`src/rtl/hazard_ctrl_unit.sv`:
```
// Pipeline hazard controller: ID load-use detection, a counter-driven freeze FSM for
// multi-cycle MEM loads and EX mul/div, branch-flush gating and a saturating stall counter.
module hazard_ctrl_unit #(
    parameter int unsigned MEM_WAIT   = 2,
    parameter int unsigned MULDIV_LAT = 8,
    parameter int unsigned CNT_W      = 8,
    parameter int unsigned STAT_W     = 32
) (
    input  logic              clk_i,
    input  logic              rst_n_i,
    input  logic [4:0]        reg_rs1_addr_i,
    input  logic [4:0]        reg_rs2_addr_i,
    input  logic              rs1_used_i,
    input  logic              rs2_used_i,
    input  logic [4:0]        id_ex_reg_wr_addr_i,
    input  logic              id_ex_reg_wr_sig_i,
    input  logic [1:0]        id_ex_data_dest_i,
    input  logic              id_ex_muldiv_i,
    input  logic              mem_load_i,
    input  logic              branch_taken_i,
    output logic              stall_o,
    output logic              id_ex_stall_o,
    output logic              mem_stall_o,
    output logic              bubble_o,
    output logic              ex_bubble_o,
    output logic              flush_o,
    output logic              busy_o,
    output logic [STAT_W-1:0] stall_cnt_o
);

    // Shared write-back source code: 0 = ALU result, 1 = load data from MEM.
    localparam logic [1:0] DEST_MEM = 2'd1;

    localparam bit MEM_EN    = (MEM_WAIT > 0);
    localparam bit MD_EN     = (MULDIV_LAT > 0);
    localparam bit MEM_MULTI = (MEM_WAIT > 1);
    localparam bit MD_MULTI  = (MULDIV_LAT > 1);

    localparam logic [CNT_W-1:0] MEM_INIT = CNT_W'(MEM_EN ? MEM_WAIT - 1 : 0);
    localparam logic [CNT_W-1:0] MD_INIT  = CNT_W'(MD_EN ? MULDIV_LAT - 1 : 0);
    localparam logic [CNT_W-1:0] MD_LOAD  = CNT_W'(MULDIV_LAT);
    localparam logic [CNT_W-1:0] CNT_ONE  = CNT_W'(1);

    typedef enum logic [1:0] {
        S_IDLE     = 2'd0,
        S_MEM_BUSY = 2'd1,
        S_MD_BUSY  = 2'd2,
        S_RELEASE  = 2'd3
    } state_t;

    state_t              r_state;
    state_t              w_state_nxt;
    logic [CNT_W-1:0]    r_cnt;
    logic [CNT_W-1:0]    w_cnt_nxt;
    logic [STAT_W-1:0]   r_stall_cnt;

    logic w_lu_raw;
    logic w_mem_trig;
    logic w_md_trig;
    logic w_open;
    logic w_flush;
    logic w_lu;

    logic w_stall;
    logic w_id_ex_stall;
    logic w_mem_stall;
    logic w_bubble;
    logic w_ex_bubble;
    logic w_flush_out;
    logic w_busy;

    assign w_lu_raw = id_ex_reg_wr_sig_i
                    & (id_ex_data_dest_i == DEST_MEM)
                    & (id_ex_reg_wr_addr_i != 5'd0)
                    & ((rs1_used_i & (id_ex_reg_wr_addr_i == reg_rs1_addr_i))
                     | (rs2_used_i & (id_ex_reg_wr_addr_i == reg_rs2_addr_i)));

    // The older MEM instruction wins over a mul/div sitting behind it in EX.
    assign w_mem_trig = (r_state == S_IDLE) & MEM_EN & mem_load_i;
    assign w_md_trig  = (r_state == S_IDLE) & MD_EN & id_ex_muldiv_i & ~w_mem_trig;

    // A freeze starting this cycle holds a taken branch in EX; it flushes after release.
    assign w_open  = ((r_state == S_IDLE) & ~w_mem_trig & ~w_md_trig) | (r_state == S_RELEASE);
    assign w_flush = w_open & branch_taken_i;
    assign w_lu    = w_open & w_lu_raw & ~w_flush;

    always_ff @(posedge clk_i or negedge rst_n_i) begin
        if (!rst_n_i) begin
            r_state <= S_IDLE;
            r_cnt   <= '0;
        end else begin
            // NOTE: state registers use non-blocking assignments so every flop samples pre-edge values.
            r_state <= w_state_nxt;
            r_cnt   <= w_cnt_nxt;
        end
    end

    always_comb begin
        // NOTE: defaults first so no path through the case leaves a variable unassigned (no latches).
        w_state_nxt = r_state;
        w_cnt_nxt   = r_cnt;
        unique case (r_state)
            S_IDLE: begin
                w_cnt_nxt = '0;
                if (w_mem_trig) begin
                    w_cnt_nxt = MEM_INIT;
                    if (MEM_MULTI) begin
                        w_state_nxt = S_MEM_BUSY;
                    end else if (MD_EN && id_ex_muldiv_i) begin
                        w_state_nxt = S_MD_BUSY;
                        w_cnt_nxt   = MD_LOAD;
                    end else begin
                        w_state_nxt = S_RELEASE;
                    end
                end else if (w_md_trig) begin
                    w_cnt_nxt   = MD_INIT;
                    w_state_nxt = MD_MULTI ? S_MD_BUSY : S_RELEASE;
                end
            end
            S_MEM_BUSY: begin
                if (r_cnt == CNT_ONE) begin
                    if (MD_EN && id_ex_muldiv_i) begin
                        w_state_nxt = S_MD_BUSY;
                        w_cnt_nxt   = MD_LOAD;
                    end else begin
                        w_state_nxt = S_RELEASE;
                        w_cnt_nxt   = '0;
                    end
                end else begin
                    w_cnt_nxt = r_cnt - CNT_ONE;
                end
            end
            S_MD_BUSY: begin
                if (r_cnt == CNT_ONE) begin
                    w_state_nxt = S_RELEASE;
                    w_cnt_nxt   = '0;
                end else begin
                    w_cnt_nxt = r_cnt - CNT_ONE;
                end
            end
            S_RELEASE: begin
                w_state_nxt = S_IDLE;
                w_cnt_nxt   = '0;
            end
            default: begin
                w_state_nxt = S_IDLE;
                w_cnt_nxt   = '0;
            end
        endcase
    end

    always_comb begin
        w_stall       = 1'b0;
        w_id_ex_stall = 1'b0;
        w_mem_stall   = 1'b0;
        w_bubble      = 1'b0;
        w_ex_bubble   = 1'b0;
        w_flush_out   = 1'b0;
        w_busy        = 1'b0;
        unique case (r_state)
            S_IDLE: begin
                if (w_mem_trig) begin
                    w_stall       = 1'b1;
                    w_id_ex_stall = 1'b1;
                    w_mem_stall   = 1'b1;
                end else if (w_md_trig) begin
                    w_stall       = 1'b1;
                    w_id_ex_stall = 1'b1;
                    w_ex_bubble   = 1'b1;
                end else begin
                    w_flush_out = w_flush;
                    w_stall     = w_lu;
                    w_bubble    = w_lu;
                end
            end
            S_MEM_BUSY: begin
                w_stall       = 1'b1;
                w_id_ex_stall = 1'b1;
                w_mem_stall   = 1'b1;
                w_busy        = 1'b1;
            end
            S_MD_BUSY: begin
                w_stall       = 1'b1;
                w_id_ex_stall = 1'b1;
                w_ex_bubble   = 1'b1;
                w_busy        = 1'b1;
            end
            S_RELEASE: begin
                w_flush_out = w_flush;
                w_stall     = w_lu;
                w_bubble    = w_lu;
            end
            default: begin
                w_busy = 1'b0;
            end
        endcase
        // Combinational outputs are held low for as long as reset is asserted.
        if (!rst_n_i) begin
            w_stall       = 1'b0;
            w_id_ex_stall = 1'b0;
            w_mem_stall   = 1'b0;
            w_bubble      = 1'b0;
            w_ex_bubble   = 1'b0;
            w_flush_out   = 1'b0;
            w_busy        = 1'b0;
        end
    end

    always_ff @(posedge clk_i or negedge rst_n_i) begin
        if (!rst_n_i) begin
            r_stall_cnt <= '0;
        end else if (w_stall && (r_stall_cnt != {STAT_W{1'b1}})) begin
            r_stall_cnt <= r_stall_cnt + STAT_W'(1);
        end
    end

    assign stall_o       = w_stall;
    assign id_ex_stall_o = w_id_ex_stall;
    assign mem_stall_o   = w_mem_stall;
    assign bubble_o      = w_bubble;
    assign ex_bubble_o   = w_ex_bubble;
    assign flush_o       = w_flush_out;
    assign busy_o        = w_busy;
    assign stall_cnt_o   = r_stall_cnt;

    a_busy_stalls: assert property (@(posedge clk_i) disable iff (!rst_n_i) w_busy |-> w_stall);
    a_flush_no_stall: assert property (@(posedge clk_i) disable iff (!rst_n_i) w_flush_out |-> !w_stall);
    a_busy_cnt_live: assert property (@(posedge clk_i) disable iff (!rst_n_i)
        ((r_state == S_MEM_BUSY) || (r_state == S_MD_BUSY)) |-> (r_cnt != '0));

endmodule
```
`config.mk`:
```
export PLATFORM = sky130hd
export DESIGN_NAME = hazard_ctrl_unit
export DESIGN_NICKNAME = d
export VERILOG_FILES = /design/src/rtl/hazard_ctrl_unit.sv
export SDC_FILE = /design/constraint.sdc
export NUM_CORES = 1
export LEC_CHECK = 0
export ABC_AREA = 1
export BUFFER_PORTS_ARGS = -buffer_cell sky130_fd_sc_hd__buf_2
export CORE_AREA = 4 4 87 98
export DETAILED_ROUTE_END_ITERATION = 16
export DIE_AREA = 0 0 91 102
export PLACE_DENSITY = 0.62
export SETUP_SLACK_MARGIN = 0.3
export SYNTH_ARGS = -nofsm -noshare
export SYNTH_HDL_FRONTEND = slang
export SYNTH_SLANG_ARGS = --single-unit
```
`constraint.sdc`:
```
create_clock -name clk_i -period 4.5 [get_ports clk_i]
set_input_delay 1.125 -clock clk_i [delete_from_list [all_inputs] [get_ports clk_i]]
set_output_delay 1.125 -clock clk_i [all_outputs]
set_load 0.02 [all_outputs]
```
==> key figures <==
CTS
  – TritonCTS Sinks: 42
  – CTS resizes: 0
  – CTS max path bufs: 2
  – Clock Latency Late Sink: 0.30 ns
  – H-Tree Depth: 2
  – CTS tree: built
  – Total CTS buffers: 5
  – Post-CTS Setup Bufs: 0
  – Clock root buffer: clkbuf_8
  – CTS clock-pin slew for the worst setup and hold paths: 0.09 ns
  – Post-CTS Hold Buffers: 0

Synth
  – Post-synthesis register bit count: 42
  – Synth warn: 0
  – Cells after synthesis: 471
  – Mapped Avg Cell Area: 6.57 µm²
  – Post-synthesis sequential area ratio: 34.0%
  – Count of different cell masters after synthesis: 27
  – Syn_nets: 505
  – Cell Area, Synth: 0.00309 mm²

Place
  – Gpl congestion: 0.947
  – DP Area: 0.00347 mm²
  – Port Buf Inserts: 63
  – Post-DP HPWL: 6.02 mm

Final layout
  – Fin area: 0.00356 mm²
  – Final core utilization: 46.6%
  – Final net count: 564
  – Ant diodes: 0
  – Share of post-route cells with drive strength above 1: 15.3%
  – Area delta synth->final: 15.2%
  – Commonest non-fill, non-tap cell in the layout: nand2_1
  – Commonest non-fill, non-tap cells in the layout: nand2_1, nor2_1, buf_2

Detailed routing
  – Post-route DRC: 0
  – ANT nets after route: 0
  – Via count: 3065
  – Routed WL per cell: 12.6 µm
  – DR iter-0 viols: 131
  – Pre-Repair DR Iteration Count: 6
  – Routed WL: 7.84 mm
  – Vias per Instance: 4.94

STA
  – Worst rel slew slack: 42.0%
  – RSZ-0062 raised after global routing: false
  – Setup TNS: 0 ns
  – Fin. max-slew vios: 0
  – FMAX: 0.307 GHz
  – Clock skew: 0.0138 ns
  – Worst Tran Pin Value: 0.869 ns
  – Period utilisation layout: 72.4%
  – Final setup vio count: 0
  – Period minus WS final: 3.26 ns
  – Fin. Hold Viols: 0

Pwr
  – Pwr dens: 405 mW/mm²
  – Leak: 1.88 nW
  – Total power: 0.00144 W
  – Worst vdd rail ir drop: 0.200 mV

Setup path
  – CP startpoint kind: primary input
  – R2R setup slack: 1.68 ns
  – FF-to-FF End: stall_cnt_o[3]
  – Critical-path top delay cell: buf_2
  – Most common cell on crit path: nand2_1
  – Max incr delay on CP: 0.18 ns
  – Worst EP arrival: 2.13 ns
  – Cells along the critical path: buf_2, nand2_1, nand3_1, nand2_1, nand2_1, nor2_1, nand3_1, a21oi_1, buf_2
  – Setup CP Type: primary input to primary output
  – R2R depth: 9
  – Crit path from: mem_load_i
  – Setup crit end kind: primary output
  – Critical path required time: 3.38 ns
  – FF-to-FF Start: stall_cnt_o[0]
  – Critical path fanouts, max: 3

Global route
  – Global-route wire length before repair: 13.6 mm
  – M3 GR Usage: 2.72%
  – Gr ovfl total: 0
  – GRT Util Overall: 17.6%
  – GR peak layer: met2
  – Largest net degree at the start of global routing: 77
  – Number of global-route vias before repair: 2977
  – Met2 usage: 31.7%
  – M1 GR Usage: 22.2%
  – Initial antenna violation count: 0

Floorplanning
  – Die Y-Extent: 102 µm
  – Core area: 0.00766 mm²
  – Row cnt: 34
  – Initial Util: 40.4%
  – Die Area: 0.00928 mm²
  – Ports: 64
  – Chip width: 91 µm

Hold path
  – Min-Delay Path Class: flip-flop to flip-flop
  – Worst Hold Depth: 2
  – Hold-critical path endpoint: stall_cnt_o[31]
  – Worst hold start: stall_cnt_o[31]

Job
  – Max Cap Viol: 0

Outcome
  – Status: complete, no violations
-- stage by stage --
step	hold slack (ns)	worst slack, ns	cells
6_report	0.507	1.24	621
5_1_grt	0.545	1.06	621
4_1_cts	0.509	1.24	621
3_5_place_dp	0.485	1.24	613
2_1_floorplan	0.466	1.39	471
3_3_place_gp	0.484	1.28	613
-- how the worst max path moves through the flow --
stage	cells past startpoint	slack, ns	to
final	9	1.24	stall_o
after global routing	9	1.06	stall_o
after floorplan	7	1.39	stall_o
after CTS	9	1.24	stall_o
after global placement	9	1.28	stall_o
after detailed placement	9	1.24	stall_o
-- area by class of cell --
class	instances	area (µm²)
Fill cell	819	4090
Multi-Input combinational cell	372	1810
Sequential cell	42	1050
Timing Repair Buffer	65	330
Inverter	44	165
Tap cell	90	113
Clock buffer	5	68.8
Clock inverter	3	23.8
-- cell usage after synthesis --
| cell type | count | area share [%] |
|---|---|---|
| o22ai_1 | 1 | 0.20 |
| inv_1 | 43 | 5.2 |
| clkbuf_1 | 3 | 0.36 |
| nor2_1 | 75 | 9.1 |
| nand3_2 | 3 | 0.97 |
| nor2_2 | 1 | 0.20 |
| and2_1 | 1 | 0.20 |
| xnor2_1 | 16 | 4.5 |
| nand3_1 | 11 | 1.8 |
| a32oi_1 | 1 | 0.28 |
| xor2_1 | 17 | 4.8 |
| buf_1 | 3 | 0.36 |
| nor3_1 | 6 | 0.97 |
| o21ai_0 | 7 | 1.1 |
| nand2_2 | 1 | 0.20 |
| a21oi_1 | 5 | 0.81 |
| nor2_4 | 1 | 0.36 |
| ha_1 | 9 | 3.6 |
| inv_2 | 1 | 0.12 |
| nand4_1 | 32 | 6.5 |
| o31ai_1 | 1 | 0.24 |
| a211o_1 | 1 | 0.28 |
| buf_4 | 3 | 0.73 |
| buf_2 | 4 | 0.65 |
| nor3_2 | 1 | 0.32 |
| nand2_1 | 182 | 22 |
| dfrtp_1 | 42 | 34 |
-- kinds of logic after synthesis --
| group | after synthesis | share of synthesized area (%) |
|---|---|---|
| xor+xnor | 33 | 9.34 |
| flops | 42 | 34.0 |
| fa+ha+maj | 9 | 3.64 |
| buf+inv | 57 | 7.44 |
| simple gates | 314 | 42.7 |
| compound gates | 16 | 2.95 |
-- state kept, by name, summed over array words and instances (netlist names) --
name and cells:
r_state 2, r_cnt 8, stall_cnt_o 32
-- layer usage --
metal,wire length (µm),share of wire [%],vias up
met5,0,0,-
met4,134,1.7,0
met3,347,4.4,13
met2,3850,49,62
met1,3510,45,1396
li1,-,-,1594
-- critical path, delay by kind of cell --
family                 cells  cell delay, ns
AO/OA/AOI/OAI              1            0.13
buffers and inverters      2            0.29
AND/OR/NAND/NOR            6            0.58
-- power by group --
group	switching, W	internal (W)	total (W)
logic	0.000476	0.000217	0.000693
registers	0.0000566	0.000434	0.000491
clock network	0.000149	0.000111	0.000260
total	0.000682	0.000762	0.00144
No activity file was read; power rests on OpenSTA's default activity.
